<file path="src/rtl/ctrl_pkg.sv">
// Shared decode/control types for the decode stage: opcodes, control encodings
// and the packed control word handed to execute.
package ctrl_pkg;

  localparam logic [6:0] OP_R    = 7'b0110011;
  localparam logic [6:0] OP_I    = 7'b0010011;
  localparam logic [6:0] OP_LUI  = 7'b0110111;
  localparam logic [6:0] OP_JAL  = 7'b1101111;
  localparam logic [6:0] OP_JALR = 7'b1100111;
  localparam logic [6:0] OP_BR   = 7'b1100011;
  localparam logic [6:0] OP_SYS  = 7'b1110011;

  typedef enum logic [3:0] {
    ALU_AND   = 4'd0,
    ALU_OR    = 4'd1,
    ALU_XOR   = 4'd2,
    ALU_ADD   = 4'd3,
    ALU_SUB   = 4'd4,
    ALU_MUL   = 4'd5,
    ALU_MULH  = 4'd6,
    ALU_MULHU = 4'd7,
    ALU_SLL   = 4'd8,
    ALU_SRL   = 4'd9,
    ALU_SRA   = 4'd10,
    ALU_SLT   = 4'd12,
    ALU_SLTU  = 4'd13
  } aluop_e;

  typedef enum logic [1:0] {
    RS_GPIO = 2'd0,
    RS_IMMU = 2'd1,
    RS_ALU  = 2'd2,
    RS_PC4  = 2'd3
  } regsel_e;

  typedef enum logic [1:0] {
    PC_PLUS4  = 2'd0,
    PC_BRANCH = 2'd1,
    PC_JAL    = 2'd2,
    PC_JALR   = 2'd3
  } pcsrc_e;

  typedef struct packed {
    logic    alusrc;
    logic    regwrite;
    regsel_e regsel;
    aluop_e  aluop;
    pcsrc_e  pcsrc_ex;
    logic    gpio_we;
    logic    illegal;
  } ctrl_t;

  localparam ctrl_t CTRL_NOP = '0;

  function automatic logic is_mul(input aluop_e op);
    return (op == ALU_MUL) || (op == ALU_MULH) || (op == ALU_MULHU);
  endfunction

endpackage

</file>
<file path="src/rtl/instr_decode.sv">
// Pure combinational RV32I(+M subset) decoder: instruction word -> control word.
// Any encoding not recognised collapses to a control word with only illegal set.
module instr_decode
  import ctrl_pkg::*;
#(
  parameter bit          ENABLE_M = 1'b1,
  parameter logic [11:0] CSR_GPIO = 12'h7C0
) (
  input  logic [31:0] instr,
  output ctrl_t       ctrl
);

  logic [6:0] w_op;
  logic [2:0] w_f3;
  logic [6:0] w_f7;
  logic       w_legal;
  ctrl_t      w_ctrl;

  assign w_op = instr[6:0];
  assign w_f3 = instr[14:12];
  assign w_f7 = instr[31:25];

  always_comb begin
    w_ctrl  = CTRL_NOP;
    w_legal = 1'b0;
    case (w_op)
      OP_R: begin
        w_ctrl.regwrite = 1'b1;
        w_ctrl.regsel   = RS_ALU;
        w_legal         = 1'b1;
        case (w_f7)
          7'b0000000: begin
            case (w_f3)
              3'b000:  w_ctrl.aluop = ALU_ADD;
              3'b001:  w_ctrl.aluop = ALU_SLL;
              3'b010:  w_ctrl.aluop = ALU_SLT;
              3'b011:  w_ctrl.aluop = ALU_SLTU;
              3'b100:  w_ctrl.aluop = ALU_XOR;
              3'b101:  w_ctrl.aluop = ALU_SRL;
              3'b110:  w_ctrl.aluop = ALU_OR;
              default: w_ctrl.aluop = ALU_AND;
            endcase
          end
          7'b0100000: begin
            case (w_f3)
              3'b000:  w_ctrl.aluop = ALU_SUB;
              3'b101:  w_ctrl.aluop = ALU_SRA;
              default: w_legal = 1'b0;
            endcase
          end
          7'b0000001: begin
            case (w_f3)
              3'b000:  w_ctrl.aluop = ALU_MUL;
              3'b001:  w_ctrl.aluop = ALU_MULH;
              3'b011:  w_ctrl.aluop = ALU_MULHU;
              default: w_legal = 1'b0;
            endcase
            if (!ENABLE_M) w_legal = 1'b0;
          end
          default: w_legal = 1'b0;
        endcase
      end
      OP_I: begin
        w_ctrl.alusrc   = 1'b1;
        w_ctrl.regwrite = 1'b1;
        w_ctrl.regsel   = RS_ALU;
        w_legal         = 1'b1;
        case (w_f3)
          3'b000:  w_ctrl.aluop = ALU_ADD;
          3'b001: begin
            w_ctrl.aluop = ALU_SLL;
            w_legal      = (w_f7 == 7'b0000000);
          end
          3'b010:  w_ctrl.aluop = ALU_SLT;
          3'b011:  w_ctrl.aluop = ALU_SLTU;
          3'b100:  w_ctrl.aluop = ALU_XOR;
          3'b101: begin
            // instr[30] picks arithmetic vs logical; the rest of funct7 must be zero.
            w_ctrl.aluop = instr[30] ? ALU_SRA : ALU_SRL;
            w_legal      = (w_f7 == 7'b0000000) || (w_f7 == 7'b0100000);
          end
          3'b110:  w_ctrl.aluop = ALU_OR;
          default: w_ctrl.aluop = ALU_AND;
        endcase
      end
      OP_LUI: begin
        w_ctrl.regwrite = 1'b1;
        w_ctrl.regsel   = RS_IMMU;
        w_legal         = 1'b1;
      end
      OP_JAL: begin
        w_ctrl.regwrite = 1'b1;
        w_ctrl.regsel   = RS_PC4;
        w_ctrl.pcsrc_ex = PC_JAL;
        w_legal         = 1'b1;
      end
      OP_JALR: begin
        w_ctrl.regwrite = 1'b1;
        w_ctrl.regsel   = RS_PC4;
        w_ctrl.alusrc   = 1'b1;
        w_ctrl.aluop    = ALU_ADD;
        w_ctrl.pcsrc_ex = PC_JALR;
        w_legal         = (w_f3 == 3'b000);
      end
      OP_BR: begin
        w_ctrl.pcsrc_ex = PC_BRANCH;
        w_legal         = 1'b1;
        case (w_f3)
          3'b000, 3'b001: w_ctrl.aluop = ALU_SUB;
          3'b100, 3'b101: w_ctrl.aluop = ALU_SLT;
          3'b110, 3'b111: w_ctrl.aluop = ALU_SLTU;
          default:        w_legal = 1'b0;
        endcase
      end
      OP_SYS: begin
        w_ctrl.gpio_we  = 1'b1;
        w_ctrl.regwrite = 1'b1;
        w_ctrl.regsel   = RS_GPIO;
        w_legal         = (w_f3 == 3'b001) && (instr[31:20] == CSR_GPIO);
      end
      default: w_legal = 1'b0;
    endcase
  end

  always_comb begin
    ctrl = w_ctrl;
    if (!w_legal) begin
      ctrl         = CTRL_NOP;
      ctrl.illegal = 1'b1;
    end
  end

endmodule

</file>
<file path="src/rtl/decode_ctrl_stage.sv">
// Registered decode/control stage between fetch and execute: one-entry control
// register with valid/ready flow control, flush, and a post-MUL intake stall.
module decode_ctrl_stage
  import ctrl_pkg::*;
#(
  parameter bit          ENABLE_M   = 1'b1,
  parameter int unsigned MUL_CYCLES = 3,
  parameter logic [11:0] CSR_GPIO   = 12'h7C0
) (
  input  logic        clk,
  input  logic        rst_n,
  input  logic        flush,
  input  logic [31:0] instr,
  input  logic        in_valid,
  output logic        in_ready,
  output logic        out_valid,
  input  logic        out_ready,
  output logic        alusrc,
  output logic        regwrite,
  output logic [1:0]  regsel,
  output logic [3:0]  aluop,
  output logic [1:0]  pcsrc_ex,
  output logic        gpio_we,
  output logic        illegal,
  output logic        dbg_state
);

  // Handshake: a word moves on a port in any cycle where its valid and ready are
  // both high; in_ready never looks at in_valid, and out_valid/controls only change
  // on an output transfer, an accept, a flush or reset.
  typedef enum logic {ST_RUN = 1'b0, ST_MULWAIT = 1'b1} state_e;

  localparam logic [3:0] STALL_LOAD = 4'(MUL_CYCLES - 1);

  state_e     r_state, w_state_nxt;
  logic [3:0] r_cnt, w_cnt_nxt;
  logic       r_valid;
  ctrl_t      r_ctrl;
  ctrl_t      w_dec;
  logic       w_accept;
  logic       w_xfer;

  instr_decode #(
    .ENABLE_M (ENABLE_M),
    .CSR_GPIO (CSR_GPIO)
  ) u_decode (
    .instr (instr),
    .ctrl  (w_dec)
  );

  assign in_ready = (r_state == ST_RUN) && (!r_valid || out_ready) && !flush;
  assign w_accept = in_valid && in_ready;
  assign w_xfer   = r_valid && out_ready;

  always_comb begin
    w_state_nxt = r_state;
    w_cnt_nxt   = r_cnt;
    if (flush) begin
      w_state_nxt = ST_RUN;
      w_cnt_nxt   = 4'd0;
    end else begin
      case (r_state)
        ST_RUN: begin
          if (w_xfer && is_mul(r_ctrl.aluop) && (MUL_CYCLES > 1)) begin
            w_state_nxt = ST_MULWAIT;
            w_cnt_nxt   = STALL_LOAD;
          end
        end
        default: begin
          if (r_cnt <= 4'd1) begin
            w_state_nxt = ST_RUN;
            w_cnt_nxt   = 4'd0;
          end else begin
            w_cnt_nxt = r_cnt - 4'd1;
          end
        end
      endcase
    end
  end

  always_ff @(posedge clk or negedge rst_n) begin
    if (!rst_n) begin
      r_state <= ST_RUN;
      r_cnt   <= 4'd0;
    end else begin
      r_state <= w_state_nxt;
      r_cnt   <= w_cnt_nxt;
    end
  end

  always_ff @(posedge clk or negedge rst_n) begin
    if (!rst_n) begin
      r_valid <= 1'b0;
      r_ctrl  <= CTRL_NOP;
    end else if (flush) begin
      r_valid <= 1'b0;
      r_ctrl  <= CTRL_NOP;
    end else if (w_accept) begin
      r_valid <= 1'b1;
      r_ctrl  <= w_dec;
    end else if (w_xfer) begin
      r_valid <= 1'b0;
      r_ctrl  <= CTRL_NOP;
    end
  end

  assign out_valid = r_valid;
  assign alusrc    = r_ctrl.alusrc;
  assign regwrite  = r_ctrl.regwrite;
  assign regsel    = r_ctrl.regsel;
  assign aluop     = r_ctrl.aluop;
  assign pcsrc_ex  = r_ctrl.pcsrc_ex;
  assign gpio_we   = r_ctrl.gpio_we;
  assign illegal   = r_ctrl.illegal;
  assign dbg_state = (r_state == ST_MULWAIT);

endmodule

</file>
<file path="config.mk">
export PLATFORM = sky130hd
export DESIGN_NAME = decode_ctrl_stage
export DESIGN_NICKNAME = d
export VERILOG_FILES = /design/src/rtl/ctrl_pkg.sv /design/src/rtl/instr_decode.sv /design/src/rtl/decode_ctrl_stage.sv
export SDC_FILE = /design/constraint.sdc
export NUM_CORES = 1
export LEC_CHECK = 0
export ABC_AREA = 1
export CAP_MARGIN = 10
export CORE_MARGIN = 2
export CORE_UTILIZATION = 45
export CTS_BUF_LIST = sky130_fd_sc_hd__clkbuf_4 sky130_fd_sc_hd__clkbuf_8
export CTS_CLUSTER_DIAMETER = 150
export CTS_CLUSTER_SIZE = 10
export DETAILED_ROUTE_END_ITERATION = 10
export GPL_TIMING_DRIVEN = 0
export PLACE_DENSITY = 0.85
export SLEW_MARGIN = 0
export SYNTH_ARGS = -nofsm -noshare
export SYNTH_HDL_FRONTEND = slang
export SYNTH_SLANG_ARGS = --single-unit
</file>
<file path="constraint.sdc">
create_clock -name clk -period 1.81 [get_ports clk]
set_input_delay 0.181 -clock clk [delete_from_list [all_inputs] [get_ports clk]]
set_output_delay 0.181 -clock clk [all_outputs]
set_load 0.02 [all_outputs]
</file>
Word level (Yosys, flattened, before mapping)
Cells that the tools add are included.

operators by class
  $add $sub $neg = 1
  magnitude comparators = 1
  equal/unequal tests = 20
  mux-type cells = 33
  bitwise operators = 1
  reductions and logical operators = 26

operator list
  kind                  count
  $pmux 4 s7            2
  $mux 12               4
  $eq 7x7->1 const B    4
  $pmux 4 s3            2
  $eq 7x6->1 const B    3
  $mux 4                4
  $pmux 4 s4            1
  $reduce_or 2->1       8
  $eq 12x11->1 const B  1
  $eq 3x3->1 const B    4
  $eq 4x3->1 const B    3
  $mux 1                12
  $pmux 3 s4            1
  $pmux 3 s3            1
  $pmux 4 s2            1
  $eq 7x1->1 const B    1
  $eq 7x5->1 const B    1
  $logic_not 7->1       1
  $eq 3x2->1 const B    2
  $logic_and 1x1->1     6
  $pmux 1 s6            1
  $pmux 2 s3            1
  $reduce_bool 3->1     2
  $reduce_or 6->1       1
  11 further kinds      15

storage, ports and cells
  register bits = 18
  bits of input ports = 37
  output and inout port bits = 15
  logic and storage cells = 92

Depth between registers and ports, before layout
Gate-level depths: netlist of run 1.

  word-level depth = 8
  gate-level depth with buffers = 12
  depth with buffers taken out = 12

Cells and area by module
From an unflattened synthesis of run 1, not the netlist that was laid out.

unflattened totals
  cell total of the unflattened synthesis = 248
  area total of the unflattened synthesis = 1541.5 um2

modules (own cells, without submodules)
  module             instances  cells an instance  area each (um2)  sequential area each (um2)
  decode_ctrl_stage  1          102                882.1            450.4
  instr_decode       1          146                659.4            0.0

Worst setup path before layout of run 1
No wires, ideal clock.

  path kind = flip-flop to flip-flop
  start point = register r_state (netlist: dbg_state)
  end point = register r_ctrl, in the netlist aluop[0]
  setup time = 115 ps
  arrival = 1451 ps
  required time = 1695 ps
  setup slack = 244 ps
  stages on the path, launching flop included = 9
  buffers on the path = 1
  clock period less this slack = 1566 ps
  cell sequence = dfrtp_1 > nor2_2 > o21a_1 > nand2_4 > nand2_1 > inv_1 > buf_2 > nand2_1 > nand2_2

on the way
  word-level cells in the longest chain between the ends = 6
  elaborated cells between the ends (all ways) = 7
  those cells by class = mux (2); bitwise (1); reduce/logical (4)

ends and longest elaborated chain
  what                                RTL line                  RTL
  from (decl)                         decode_ctrl_stage.sv:35   state_e r_state, w_state_nxt;
  from (signal assigned)              decode_ctrl_stage.sv:86   r_state <= w_state_nxt;
  $not 1->1 (*)                       --
  $logic_and 1x1->1 (*) (2 in a row)  decode_ctrl_stage.sv:51   assign in_ready = (r_state == ST_RUN) && (!r_valid || out_ready) && !flush;
  named net in_ready                  decode_ctrl_stage.sv:15   output logic in_ready,
  $logic_and 1x1->1 (*)               decode_ctrl_stage.sv:52   assign w_accept = in_valid && in_ready;
  $mux 12                             decode_ctrl_stage.sv:98   end else if (w_accept) begin
  $mux 12                             decode_ctrl_stage.sv:95   end else if (flush) begin
  to (signal assigned)                decode_ctrl_stage.sv:100  r_ctrl <= w_dec;
  to (decl)                           decode_ctrl_stage.sv:38   ctrl_t r_ctrl;

Mark *: on every way through the listed nets, which the timed path passes. The rest lies on a longest branch.
A chain may end at the register's enable or synchronous reset.

Worst setup path after layout of run 1
  start point = register r_state (netlist: dbg_state)
  end point = output port in_ready

on the way
  word-level cells in the longest chain between the ends = 3

ends and longest elaborated chain
  what                            RTL line
  $not 1->1                       --
  $logic_and 1x1->1 (2 in a row)  decode_ctrl_stage.sv:51
  to (decl)                       decode_ctrl_stage.sv:15

Every way passes these cells.

==> out/results.tsv, run 1 <==
metric	value	unit
outcome	complete, no violations	
maxCapViolCount	0	
drt-wirelength-per-cell	10.2	um
cts_tree	yes	
rsz0062_at_grt	false	
antenna_cells	0	
clock_sinks	18	
cts_setup_buffers	0	
grt_pass1_wl	5730	um
grt-busiest-layer	met2	
multiInputGateArea	927	um2
synth_top_area_share	0.301	
grt.total_usage	0.193	
synth_area	0.00150	mm2
core_area	0.00310	mm2
fin_crit_sh	0.895	
dp.final_hpwl	2820	um
crit_family	flip-flops	
power.density	427	mW/mm2
cts-root-buf	clkbuf_4	
insertion_delay	0.29	ns
worst_pin_slew	0.747	ns
io_pins	52	
drtPass1Iterations	4	
grt_use_met2	0.355	
timing.final.ws_setup	0.189	ns
fp.dieArea	0.00380	mm2
max_freq	0.617	GHz
grt_pass1_vias	1411	
drc_errors	0	
fillCellCount	287	
dpl_cell_area	0.00196	mm2
synth-seq-cells	18	
initial_core_util	0.482	
fin_skew	0.00318	ns
num_rows	20	
area_growth	33.4	%
dr_total_vias	1598	
drive_above_1_share	0.128	
critPathKind	flip-flop to primary output	
globalRouteMet1Util	0.242	
final_nets	322	
finalWirelength	3330	um
portBuffers	41	
fin_crit	1.62	ns
fin_area	0.00200	mm2
seq_area_frac_synth	0.301	
critical_path_buf_inv_count	1	
setup_violations	0	
syn_inst	237	
grt_max_degree	19	
maxSlewHeadroom	0.501	
clk_pin_slew	0.10	ns
dp_slack	-0.0136	ns
overflow	0	
die_width	61.7	um
cts_buffers	3	
hold_ws	0.324	ns
crit_chain	nor2_2 -> o21a_1 -> dlygate4sd2_1	
drt_iter0_drc	85	
avgSynthCellArea	6.31	um2
ys_types	28	
yosysTopAreaCell	dfrtp_1	
antenna_found_initial	0	
critical_path_required	1.63	ns
crit_slowest_cell	dfrtp_1	
syn_nets	276	
critPathMaxStageDelay	0.41	ns
h-tree-depth	1	
die_h	61.7	um
finalHoldViolCount	0	
yosysWarningCount	0	
via_per_inst	4.90	
cp-end-kind	primary output	
leakage	0.00104	uW
cts.path.max_buffers	2	
cp.arrival	1.44	ns
fin_tns_setup	0	ns
ir_drop	0.000180	V
seq_area	450	um2
synth.area.top_cells	dfrtp_1 30%, nand2_1 22%, nor2_1 7.5%, inv_1 6.3%, nand3_1 6.0%	
place_congestion	0.832	
cp-start-kind	flip-flop	
drtAntennaViolNets	0	
met3_usage	0.0231	
slew_viol_final	0	
cp_max_fo	3	
hold_path_class	input pin to async pin	
## registers in the layout, summed over array words and instances (netlist names)
| register | cells |
|---|---|
| regwrite | 1 |
| aluop | 4 |
| dbg_state | 1 |
| out_valid | 1 |
| regsel | 2 |
| alusrc | 1 |
| pcsrc_ex | 2 |
| r_cnt | 4 |
| gpio_we | 1 |
| illegal | 1 |
## cell usage after synthesis
library cell  count
and2_1            1
dfrtp_1          18
nor2_1           30
nand2_2           7
nor3_1            3
nand4_1           2
xnor2_1           1
inv_1            25
nand3b_4          1
nand3_1          18
o31ai_2           1
o22ai_1           1
a21oi_1           5
nor2_4            3
nand2_4           3
a21oi_2           1
and3_1            1
inv_2             4
buf_2             2
a31oi_1           1
o21ai_0           8
ha_1              2
nand3_4           1
nand3_2           1
nand2_1          87
o21a_1            1
nor2_2            8
o221ai_1          1
## per-stage QoR
step	instances	util	total power, uW
3_3_place_gp	322	0.632	618
6_report	326	0.644	853
2_1_floorplan	237	-	514
4_1_cts	326	0.644	856
3_5_place_dp	322	0.632	621
5_1_grt	326	0.644	896
## worst register-to-register path: stages, from the launching register on
cell and delay, ns:
dfrtp_1 0.38, inv_1 0.08, ha_1 0.22, o21ai_0 0.14
o21ai_0 0.09, nor2_1 0.13, inv_1 0.11, and2_1 0.16
nor3_1 0.18
## cell type report
type | count | area share
multi-input cells | 188 | 0.464
inverters | 29 | 0.0545
repair buffers | 41 | 0.205
clock buffers | 4 | 0.0182
well taps | 44 | 0.0276
plain buffers | 2 | 0.00501
flip-flops and latches | 18 | 0.226
## cells by family (layout without fill, tap and decap cells)
| kind of cell | Yosys count | in the layout | share of synthesized area |
|---|---|---|---|
| xor+xnor | 1 | 1 | 0.00585 |
| simple gates | 166 | 166 | 0.520 |
| compound gates | 19 | 19 | 0.0769 |
| fa+ha+maj | 2 | 2 | 0.0167 |
| flops | 18 | 18 | 0.301 |
| buf+inv | 31 | 76 | 0.0794 |
## worst paths after layout
path | slack, ns | startpoint | to | depth (start not counted)
worst max-delay path | 0.19 | dbg_state | in_ready | 3
worst min-delay path | 0.32 | rst_n | r_cnt[1] | 1
worst max register to register | 0.24 | r_cnt[0] | r_cnt[3] | 8
worst min register to register | 0.49 | illegal | illegal | 2
max in group asynchronous | 1.02 | rst_n | pcsrc_ex[0] | 1
min in group clk | 0.49 | illegal | illegal | 2
## power by group
| part | internal (uW) | switching, uW |
|---|---|---|
| sequential | 409 | 4.42 |
| combinational | 91.5 | 107 |
| clock | 123 | 119 |
## per-layer routing
layer,up-vias,part of all wire
met5,-,0
met4,0,0.0045
met3,2,0.053
met2,55,0.50
met1,709,0.44
li1,832,-
## cell usage in the layout, fill, tap and decap left out, types with 4 or more instances in the layout
cell	synthesis	routed
nand3_1	18	18
nor2_2	8	8
inv_2	4	4
nand2_1	87	87
o21ai_0	8	8
clkdlybuf4s50_1	0	40
nor2_1	30	30
nand2_2	7	7
dfrtp_1	18	18
inv_1	25	25
a21oi_1	5	5
## timing repair
| action | 4_1_cts | 5_1_grt |
|---|---|---|
| resized for setup | 1 | 0 |
| endpoints found under the setup margin | 1 | 0 |
| hold buffers | 0 | 0 |
Note: power is estimated with default switching activity, not from simulation.
==> run 2, diff against run 1 <==
--- a/config.mk
+++ b/config.mk
@@ -10,7 +10,7 @@
 export CORE_MARGIN = 2
 export CORE_UTILIZATION = 45
 export CTS_BUF_LIST = sky130_fd_sc_hd__clkbuf_4 sky130_fd_sc_hd__clkbuf_8
-export CTS_CLUSTER_DIAMETER = 150
+export CTS_CLUSTER_DIAMETER = 60
 export CTS_CLUSTER_SIZE = 10
 export DETAILED_ROUTE_END_ITERATION = 10
 export GPL_TIMING_DRIVEN = 0
==> constraint.sdc (replaced) <==
create_clock -name clk -period 1.6 [get_ports clk]
set_input_delay 0.16 -clock clk [delete_from_list [all_inputs] [get_ports clk]]
set_output_delay 0.16 -clock clk [all_outputs]
set_load 0.02 [all_outputs]
==> out/results.tsv, run 2 (synthesized netlist as in run 1, its figures left out) <==
metric	value	unit
outcome	complete, no violations	
maxSlewHeadroom	0.503	
layout_common_cells	87 x nand2_1, 40 x clkdlybuf4s50_1, 29 x nor2_1	
drive_above_1_share	0.152	
critical_path_required	1.44	ns
via_per_inst	4.86	
dpl_cell_area	0.00196	mm2
dr_total_vias	1590	
hold_ws	0.299	ns
cp.arrival	1.34	ns
num_rows	20	
final_nets	323	
hold_path_class	input pin to async pin	
layout_commonest_cell	nand2_1	
clock_sinks	18	
max_freq	0.667	GHz
worst_pin_slew	0.742	ns
fin_crit	1.50	ns
dp.cells	322	
grt.total_usage	0.193	
crit_chain	clkdlybuf4s50_1	
drtPass1Iterations	4	
maxCapViolCount	0	
finalHoldViolCount	0	
drt-wirelength-per-cell	10.2	um
fin_area	0.00202	mm2
drc_errors	0	
initial_core_util	0.482	
fin_crit_sh	0.937	
drt_iter0_drc	76	
core_area	0.00310	mm2
cts_tree	yes	
overflow	0	
fp.dieArea	0.00380	mm2
cts_buffers	3	
grt_max_degree	19	
power.density	482	mW/mm2
grt_pass1_vias	1411	
drtAntennaViolNets	0	
portBuffers	41	
antenna_cells	0	
crit_slowest_cell	clkdlybuf4s50_1	
place_congestion	0.832	
slew_viol_final	0	
cts-root-buf	clkbuf_4	
fillCellCount	280	
antenna_found_initial	0	
grt_pass1_wl	5730	um
rsz0062_at_grt	false	
h-tree-depth	1	
leakage	0.00104	uW
critical_path_buf_inv_count	1	
dp.final_hpwl	2820	um
cp_max_fo	4	
crit_family	buffers and inverters	
cp-start-kind	flip-flop	
clk_pin_slew	0.10	ns
setup_violations	0	
fin_skew	0.00459	ns
io_pins	52	
die_h	61.7	um
insertion_delay	0.29	ns
finalWirelength	3330	um
cts.path.max_buffers	2	
ctsHoldBuffers	0	
cp-end-kind	primary output	
die_width	61.7	um
instances_no_fill	327	
critPathKind	flip-flop to primary output	
critPathMaxStageDelay	0.63	ns
area_growth	34.7	%
ir_drop	0.000204	V
-- run 2: cell types whose count changed in the layout (fill, tap and decap cells not counted), sizes merged --
| cell | change |
|---|---|
| clkbuf | +1 |
| dlygate4sd2 | -1 |
| buf | +1 |
-- run 2: what timing repair did --
item / 4_1_cts / 5_1_grt
gates resized for setup: 2 / 7
pin swaps: 0 / 2
setup endpoints to repair: 1 / 11
buffers inserted: 0 / 1
-- run 2: final cells by class --
cell class              count  area (um2)  area share
plain buffers               2        10.0     0.00497
clock buffers               4        36.3      0.0180
inverters                  29         109      0.0540
multi-input cells         188         942       0.467
flip-flops and latches     18         450       0.223
well taps                  44        55.1      0.0273
repair buffers             42         413       0.205
-- run 2: layer usage --
layer  vias up  part of all wire  GRT usage
li1        835                 -          -
met1       706              0.45      0.242
met2        47              0.50      0.355
met3         2             0.048     0.0231
met4         0            0.0045     0.0365
met5         -                 0          0
-- run 2: metrics by stage --
step                power, uW   util  setup WS (ns)  TNS, ns
finish                    971  0.650          0.101        0
global route             1020  0.650        0.00622        0
CTS                       969  0.644         0.0202        0
detailed placement        703  0.632         -0.182    -1.84
global placement          699  0.632         -0.170    -1.48
floorplan                 582      -         0.0337        0
-- run 2: report_power, final --
group / internal [uW] / leakage [uW] / switching [uW]
Sequential: 462 / 0.000248 / 4.97
Clock: 139 / 0.0000210 / 136
Combinational: 106 / 0.000776 / 123
-- run 2: path summary, 6_finish.rpt --
check	from	end	slack [ns]	cells past startpoint
setup / recovery	aluop[3]	aluop[3]	0.10	1
hold / removal	rst_n	r_cnt[1]	0.30	1
setup reg to reg	r_cnt[0]	r_cnt[3]	0.13	8
hold reg to reg	illegal	illegal	0.49	2
max in group asynchronous	rst_n	pcsrc_ex[0]	0.84	1
min in group clk	illegal	illegal	0.49	2
==> run 3, diff against run 2 <==
--- a/config.mk
+++ b/config.mk
@@ -19,3 +19,4 @@
 export SYNTH_ARGS = -nofsm -noshare
 export SYNTH_HDL_FRONTEND = slang
 export SYNTH_SLANG_ARGS = --single-unit
+export TNS_END_PERCENT = 1
==> out/results.tsv, run 3 (synthesized netlist as in run 1, its figures left out) <==
metric	value	unit
cp-start-kind	flip-flop	
cp_max_fo	4	
max_freq	0.668	GHz
cts_setup_buffers	0	
grt_pass1_vias	1411	
hold_ws	0.300	ns
drt_iter0_drc	74	
clock_sinks	18	
ir_drop	0.000204	V
num_rows	20	
cp-end-kind	primary output	
drive_above_1_share	0.149	
setup_violations	0	
layout_common_cells	87 x nand2_1, 40 x clkdlybuf4s50_1, 29 x nor2_1	
maxSlewHeadroom	0.502	
cts_tree	yes	
antenna_cells	0	
drtPass1Iterations	4	
crit_chain	clkdlybuf4s50_1	
io_pins	52	
outcome	complete, no violations	
power_frac_comb	0.234	
crit_slowest_cell	clkdlybuf4s50_1	
area_growth	34.2	%
critical_path_buf_inv_count	1	
critPathMaxStageDelay	0.62	ns
via_per_inst	4.86	
die_h	61.7	um
cts.path.max_buffers	2	
worst_pin_slew	0.744	ns
rsz0062_at_grt	false	
slew_viol_final	0	
p_int	705	uW
dr_total_vias	1585	
final_nets	322	
fin_crit	1.50	ns
antenna_found_initial	0	
clk_pin_slew	0.10	ns
drtAntennaViolNets	0	
drt-wirelength-per-cell	10.2	um
finalHoldViolCount	0	
insertion_delay	0.29	ns
place_congestion	0.832	
p_switching	264	uW
pwr-share-seq	0.482	
layout_commonest_cell	nand2_1	
dp.final_hpwl	2820	um
switching_share	0.272	
cts_buffers	3	
pwr-share-clk	0.284	
fin_crit_sh	0.936	
drc_errors	0	
timing.final.ws_setup	0.103	ns
finalWirelength	3320	um
dpl_cell_area	0.00196	mm2
critPathKind	flip-flop to primary output	
h-tree-depth	1	
grt.total_usage	0.193	
critical_path_required	1.44	ns
core_area	0.00310	mm2
fin_area	0.00201	mm2
cp.arrival	1.34	ns
maxCapViolCount	0	
crit_family	buffers and inverters	
leakage	0.00104	uW
grt_max_degree	19	
power.density	482	mW/mm2
cts-root-buf	clkbuf_4	
fin_skew	0.00446	ns
die_width	61.7	um
dp_slack	-0.182	ns
hold_path_class	input pin to async pin	
initial_core_util	0.482	
utilization	0.647	
fp.dieArea	0.00380	mm2
portBuffers	41	
overflow	0	
grt_pass1_wl	5730	um
-- run 3: cell count changes in the layout (fill, tap and decap cells not counted), sizes merged --
cell	delta
buf	-1
-- run 3: metrics by stage --
stage | std cells | setup TNS, ns | power, uW
5_1_grt | 326 | 0 | 1020
2_1_floorplan | 237 | 0 | 582
3_5_place_dp | 322 | -1.84 | 703
3_3_place_gp | 322 | -1.48 | 699
4_1_cts | 326 | 0 | 969
6_report | 326 | 0 | 968
-- run 3: layout make-up --
| type | count | area, um2 |
|---|---|---|
| Fill cell | 286 | 1090 |
| Timing Repair Buffer | 41 | 405 |
| Inverter | 29 | 109 |
| Multi-Input combinational cell | 188 | 942 |
| Sequential cell | 18 | 450 |
| Clock buffer | 4 | 36.3 |
| Buffer | 2 | 10.0 |
| Tap cell | 44 | 55.1 |
-- run 3: repair_timing --
| item | CTS | global route |
|---|---|---|
| endpoints found under the setup margin | 1 | 11 |
| hold buffers | 0 | 0 |
| gates resized for setup | 2 | 7 |
| pin swaps | 0 | 2 |
| endpoints found under the hold margin | 0 | 0 |
-- run 3: metal layers --
| metal | global-route usage | share of wire | vias up |
|---|---|---|---|
| li1 | - | - | 833 |
| met1 | 0.242 | 0.45 | 705 |
| met2 | 0.355 | 0.50 | 45 |
| met3 | 0.0231 | 0.047 | 2 |
| met4 | 0.0365 | 0.0045 | 0 |
| met5 | 0 | 0 | - |
-- run 3: path summary, 6_finish.rpt --
kind / start / endpoint / slack (ns) / cells past startpoint
setup / recovery: aluop[3] / aluop[3] / 0.10 / 1
hold / removal: rst_n / r_cnt[1] / 0.30 / 1
setup reg to reg: r_cnt[0] / r_cnt[3] / 0.13 / 8
hold reg to reg: illegal / illegal / 0.49 / 2
max in group asynchronous: rst_n / pcsrc_ex[0] / 0.84 / 1
min in group clk: illegal / illegal / 0.49 / 2
-- run 3: power by group through the flow --
| stage | logic, uW | registers, uW | clock network [uW] |
|---|---|---|---|
| finish | 227 | 467 | 275 |
| CTS | 226 | 467 | 276 |
| global route | 253 | 468 | 295 |
| global placement | 223 | 476 | 0 |
| detailed placement | 226 | 476 | 0 |
| floorplan | 99.4 | 482 | 0 |
-- run 3: worst register-to-register path, delay by kind of cell, from the launching register on --
kind	cells	cell delay (ns)
and+or+nand+nor	3	0.42
buffers and inverters	2	0.17
adders and majority gates	1	0.19
AOI/OAI and AO/OA	2	0.23
DFF	1	0.39
==> patch 1 (settings of run 2) <==
Reset style: synchronous (`rst_n`), changed in 2 clocked blocks.
--- a/src/rtl/decode_ctrl_stage.sv
+++ b/src/rtl/decode_ctrl_stage.sv
@@ -80,3 +80,3 @@
 
-  always_ff @(posedge clk or negedge rst_n) begin
+  always_ff @(posedge clk) begin
     if (!rst_n) begin
@@ -90,3 +90,3 @@
 
-  always_ff @(posedge clk or negedge rst_n) begin
+  always_ff @(posedge clk) begin
     if (!rst_n) begin
Check against the original RTL: differs if rst_n is asserted again (counterexample within 4 cycles, from zero or initial values and one cycle with rst_n low); with rst_n held inactive, the same outputs for 10 cycles.
==> patch 1 against run 2 <==
Area after synthesis is 2.7% lower. Worst setup slack worse by 25 ps. Non-clock buffer count is 1 higher. Total power is 4.1% lower. Routed wire length is 6.7% higher. Cell area is 0.87% lower. Die area is 2.5% lower. Sequential cell count stayed put. Critical endpoint is now dbg_state. Synthesized cell count is 6.3% higher.
==> patch 1: results (changes against run 2) <==
Status - finished clean
Clock skew - 2.53 ps (-2.05 ps)
DR WL/cell - 10.3 um (+1.7%)
Seq area share - 18.1% (-4.2 points)
Post-synthesis xor/xnor area fraction - 0% (-0.59 points)
Netlist Area Pre-Place - 1460 sq um (-2.7%)
R2R cell count - 9 (+1)
Inverters, non-clock - 37 (+28%)
# nets final - 339 (+5.0%)
First-pass GRT wire length - 5390 um (-5.9%)
Static leakage - 0.879 nW (-16%)
Number of library cell types mapped by synthesis - 25 (-11%)
DR WL met2 - 1820 um (+9.5%)
Synth Area in Compound Gates - 13.0% (+5.3 points)
Router iterations before antenna repair - 6 (+2)
Met3 GRT Util - 4.26% (+2.0 points)
Ys async rst share - 0% (-100 points)
Fillers - 294 (+5.0%)
Post-DP HPWL - 2770 um (-1.8%)
Synth Area in Adders - 1.72% (+0.046 points)
Placer Congestion - 0.839 (+0.83%)
DR iter-0 viols - 101 (+33%)
CP endpoint - dbg_state
Metal-1 WL - 1490 um (-0.20%)
Signal buf overhead - 22.0% (+1.1 points)
Multi-input gate share of the layout cell area - 48.3% (+1.6 points)
Critical path origin - dbg_state
[patch 1: changes by cell type after synthesis, moves of 2 or more]
cell / delta
a21oi_1: +12
nand3_1: -4
nand2_1: -2
dfxtp_1: +18
dfrtp_1: -18
nor3_1: -3
nor2_2: +3
inv_1: +7
nand2_2: +3
nand2_4: -3
[patch 1: timing repair]
item	4_1_cts	5_1_grt
setup endpoints to repair	1	12
gates cloned	0	1
gates resized for setup	1	9
buffers inserted	0	1
pin swaps	0	1
[patch 1: power groups by stage]
stage	Sequential (mW)	Combinational [mW]	Clock [mW]
floorplan	0.463	0.0913	0
global placement	0.461	0.191	0
detailed placement	0.461	0.194	0
CTS	0.451	0.194	0.283
global route	0.451	0.218	0.306
finish	0.451	0.197	0.283
[patch 1: through the flow]
stage | std cells | hold slack, ps
6_report | 343 | 448
5_1_grt | 343 | 478
4_1_cts | 341 | 478
3_5_place_dp | 337 | 459
3_3_place_gp | 337 | 457
2_1_floorplan | 252 | 328
==> patch 2 (config.mk and constraints of run 2) <==
Without the edit above. `ENABLE_M` is set to 1'b1 in 2 places; all go to 1'b0.
--- a/src/rtl/instr_decode.sv
+++ b/src/rtl/instr_decode.sv
@@ -5,3 +5,3 @@
 #(
-  parameter bit          ENABLE_M = 1'b1,
+  parameter bit          ENABLE_M = 1'b0,
   parameter logic [11:0] CSR_GPIO = 12'h7C0
--- a/src/rtl/decode_ctrl_stage.sv
+++ b/src/rtl/decode_ctrl_stage.sv
@@ -5,3 +5,3 @@
 #(
-  parameter bit          ENABLE_M   = 1'b1,
+  parameter bit          ENABLE_M   = 1'b0,
   parameter int unsigned MUL_CYCLES = 3,
Formal check against the unedited RTL: not equivalent (a bounded check fails within 4 cycles, from zero or initial values and one cycle with rst_n low).
==> patch 2 against run 2 <==
Area after synthesis decreased by 5.3%. Routed wire length shrank 4.1%. Sequential cell count unchanged. Die area shrank 4.9%. Worst setup slack got worse by 36 ps. Total power shrank 6.8%. Maximum frequency shrank 2.3%. Cell area fell by 5.9%. Synthesized cell count is 4.2% lower. Clock skew is 3.4 ps lower. Sequential share of layout area is 1.4 points higher. Via count is 2.5% lower. Utilization down 2.3 points. Global-route usage is 0.41 points lower. Critical path type unchanged. Critical endpoint is now in_ready.
==> patch 2: results (changes against run 2) <==
Status - finished clean
Number of library cell types mapped by synthesis - 26 (-7.1%)
VDD IR-drop max - 0.000480 V (+140%)
Router iterations before antenna repair - 4 (unchanged)
Clock Latency Late Sink - 290 ps (about the same)
Delay of the slowest critical-path stage - 430 ps (-200 ps)
Synth Area in Compound Gates - 5.65% (-2.0 points)
DR WL met2 - 1550 um (-6.8%)
Most common flop cell mapped by yosys - dfrtp_1
Vias in the first global route - 1277 (-9.5%)
Top post-synthesis cells by area - dfrtp_1, nand2_1, nand3_1, nor2_1, inv_1
Clk pin slew, worst setup/hold paths - 90 ps
H-tree Lvls - 1 (unchanged)
All-layer global routing usage - 18.9% (-0.41 points)
Static leakage - 0.987 nW (-5.6%)
Post-synthesis sequential area ratio - 31.8% (+1.7 points)
Vias per std cell - 4.94 (+1.6%)
Fillers - 297 (+6.1%)
Hold Crit Class - in -> reg
Met3 wire length - 110 um (-31%)
Clock Path Buffers - 2 (unchanged)
Final setup TNS - 0 ps (unchanged)
Clock skew - 1.23 ps (-3.36 ps)
Ys async rst share - 100% (unchanged)
Highest metal used - met3
Placer Congestion - 0.846 (+1.7%)
Syn Nets - 266 (-3.6%)
First-pass GRT wire length - 5290 um (-7.7%)
Synth Area in Adders - 1.77% (+0.093 points)
DR iter-0 viols - 53 (-30%)
Top cell family by delay on the critical path - flip-flops
Share of cells above drive strength 1 - 9.63% (-5.6 points)
CTS buffer count - 3 (unchanged)
Commonest cells post-synth - nand2_1, nor2_1, inv_1
Post-DP HPWL - 2570 um (-8.9%)
Post-synthesis xor/xnor area fraction - 1.24% (+0.65 points)
Worst slew margin - 47.3% (-3.1 points)
Metal-1 WL - 1540 um (+3.0%)
# nets final - 311 (-3.7%)
Data arrival, critical path - 1370 ps (+30 ps)
Number of I/O port buffers - 40 (-2.4%)
Initial antenna violation count - 0 (unchanged)
Crit path max fanout - 3 (-1)
Slowest-stage cell, CP - dfrtp_1
DR WL/cell - 10.2 um (about the same)
-- patch 2: kinds of logic (layout without fill, tap and decap cells) --
family          after synthesis  count (layout)
buf+inv                      33              76
xor+xnor                      2               2
simple gates                158             158
flops                        18              18
fa+ha+maj                     2               2
compound gates               14              14
-- patch 2: path summary, 6_finish.rpt --
check / slack (ps) / startpoint / depth (start not counted) / end
worst max-delay path: 70 / dbg_state / 3 / in_ready
worst min-delay path: 210 / instr[14] / 4 / gpio_we
worst max register to register: 140 / dbg_state / 8 / gpio_we
worst min register to register: 490 / alusrc / 2 / alusrc
max in group asynchronous: 790 / rst_n / 1 / regsel[1]
min in group asynchronous: 320 / rst_n / 1 / r_cnt[2]
-- patch 2: worst reg2reg max path, stage by stage, from the launching register on --
cell     delay [ps]
dfrtp_1         430
nor2_2          180
o21a_1          150
nand2_1         120
nand2_1         100
inv_1            60
buf_2           170
nand2_1          70
nand2_1          60
-- patch 2: metal layers --
metal | vias to the layer above | track usage (%)
li1 | 805 | -
met2 | 38 | 29.2
met5 | - | 0
met1 | 708 | 27.2
met4 | 0 | 4.44
met3 | 0 | 3.25
-- patch 2: stage by stage --
step	cells	setup WS (ps)	hold slack [ps]	cell area, sq um
after floorplan	227	32.2	-136	1420
after global placement	311	-131	464	1870
after detailed placement	311	-136	471	1870
after CTS	314	42.2	204	1890
after global routing	314	-17.7	217	1900
final	314	65.3	212	1900
-- patch 2: power by group --
group | total [mW] | leakage, nW | switching (mW) | internal [mW]
Combinational | 0.218 | 0.725 | 0.118 | 0.100
Sequential | 0.468 | 0.248 | 0.00504 | 0.463
Clock | 0.219 | 0.0138 | 0.131 | 0.0875
-- patch 2: what timing repair did --
action	CTS	global route
hold endpoints to repair	0	0
endpoints found under the setup margin	1	8
setup buffers	0	0
hold buffers	0	0
resized for setup	1	1
-- patch 2: area by class of cell --
cell class	count	share of cell area [%]
inverter	31	6.13
clock buffer	3	1.19
multi-input combinational	176	44.3
buffer	2	0.660
timing repair buffer	40	21.0
tap	44	2.90
sequential	18	23.7
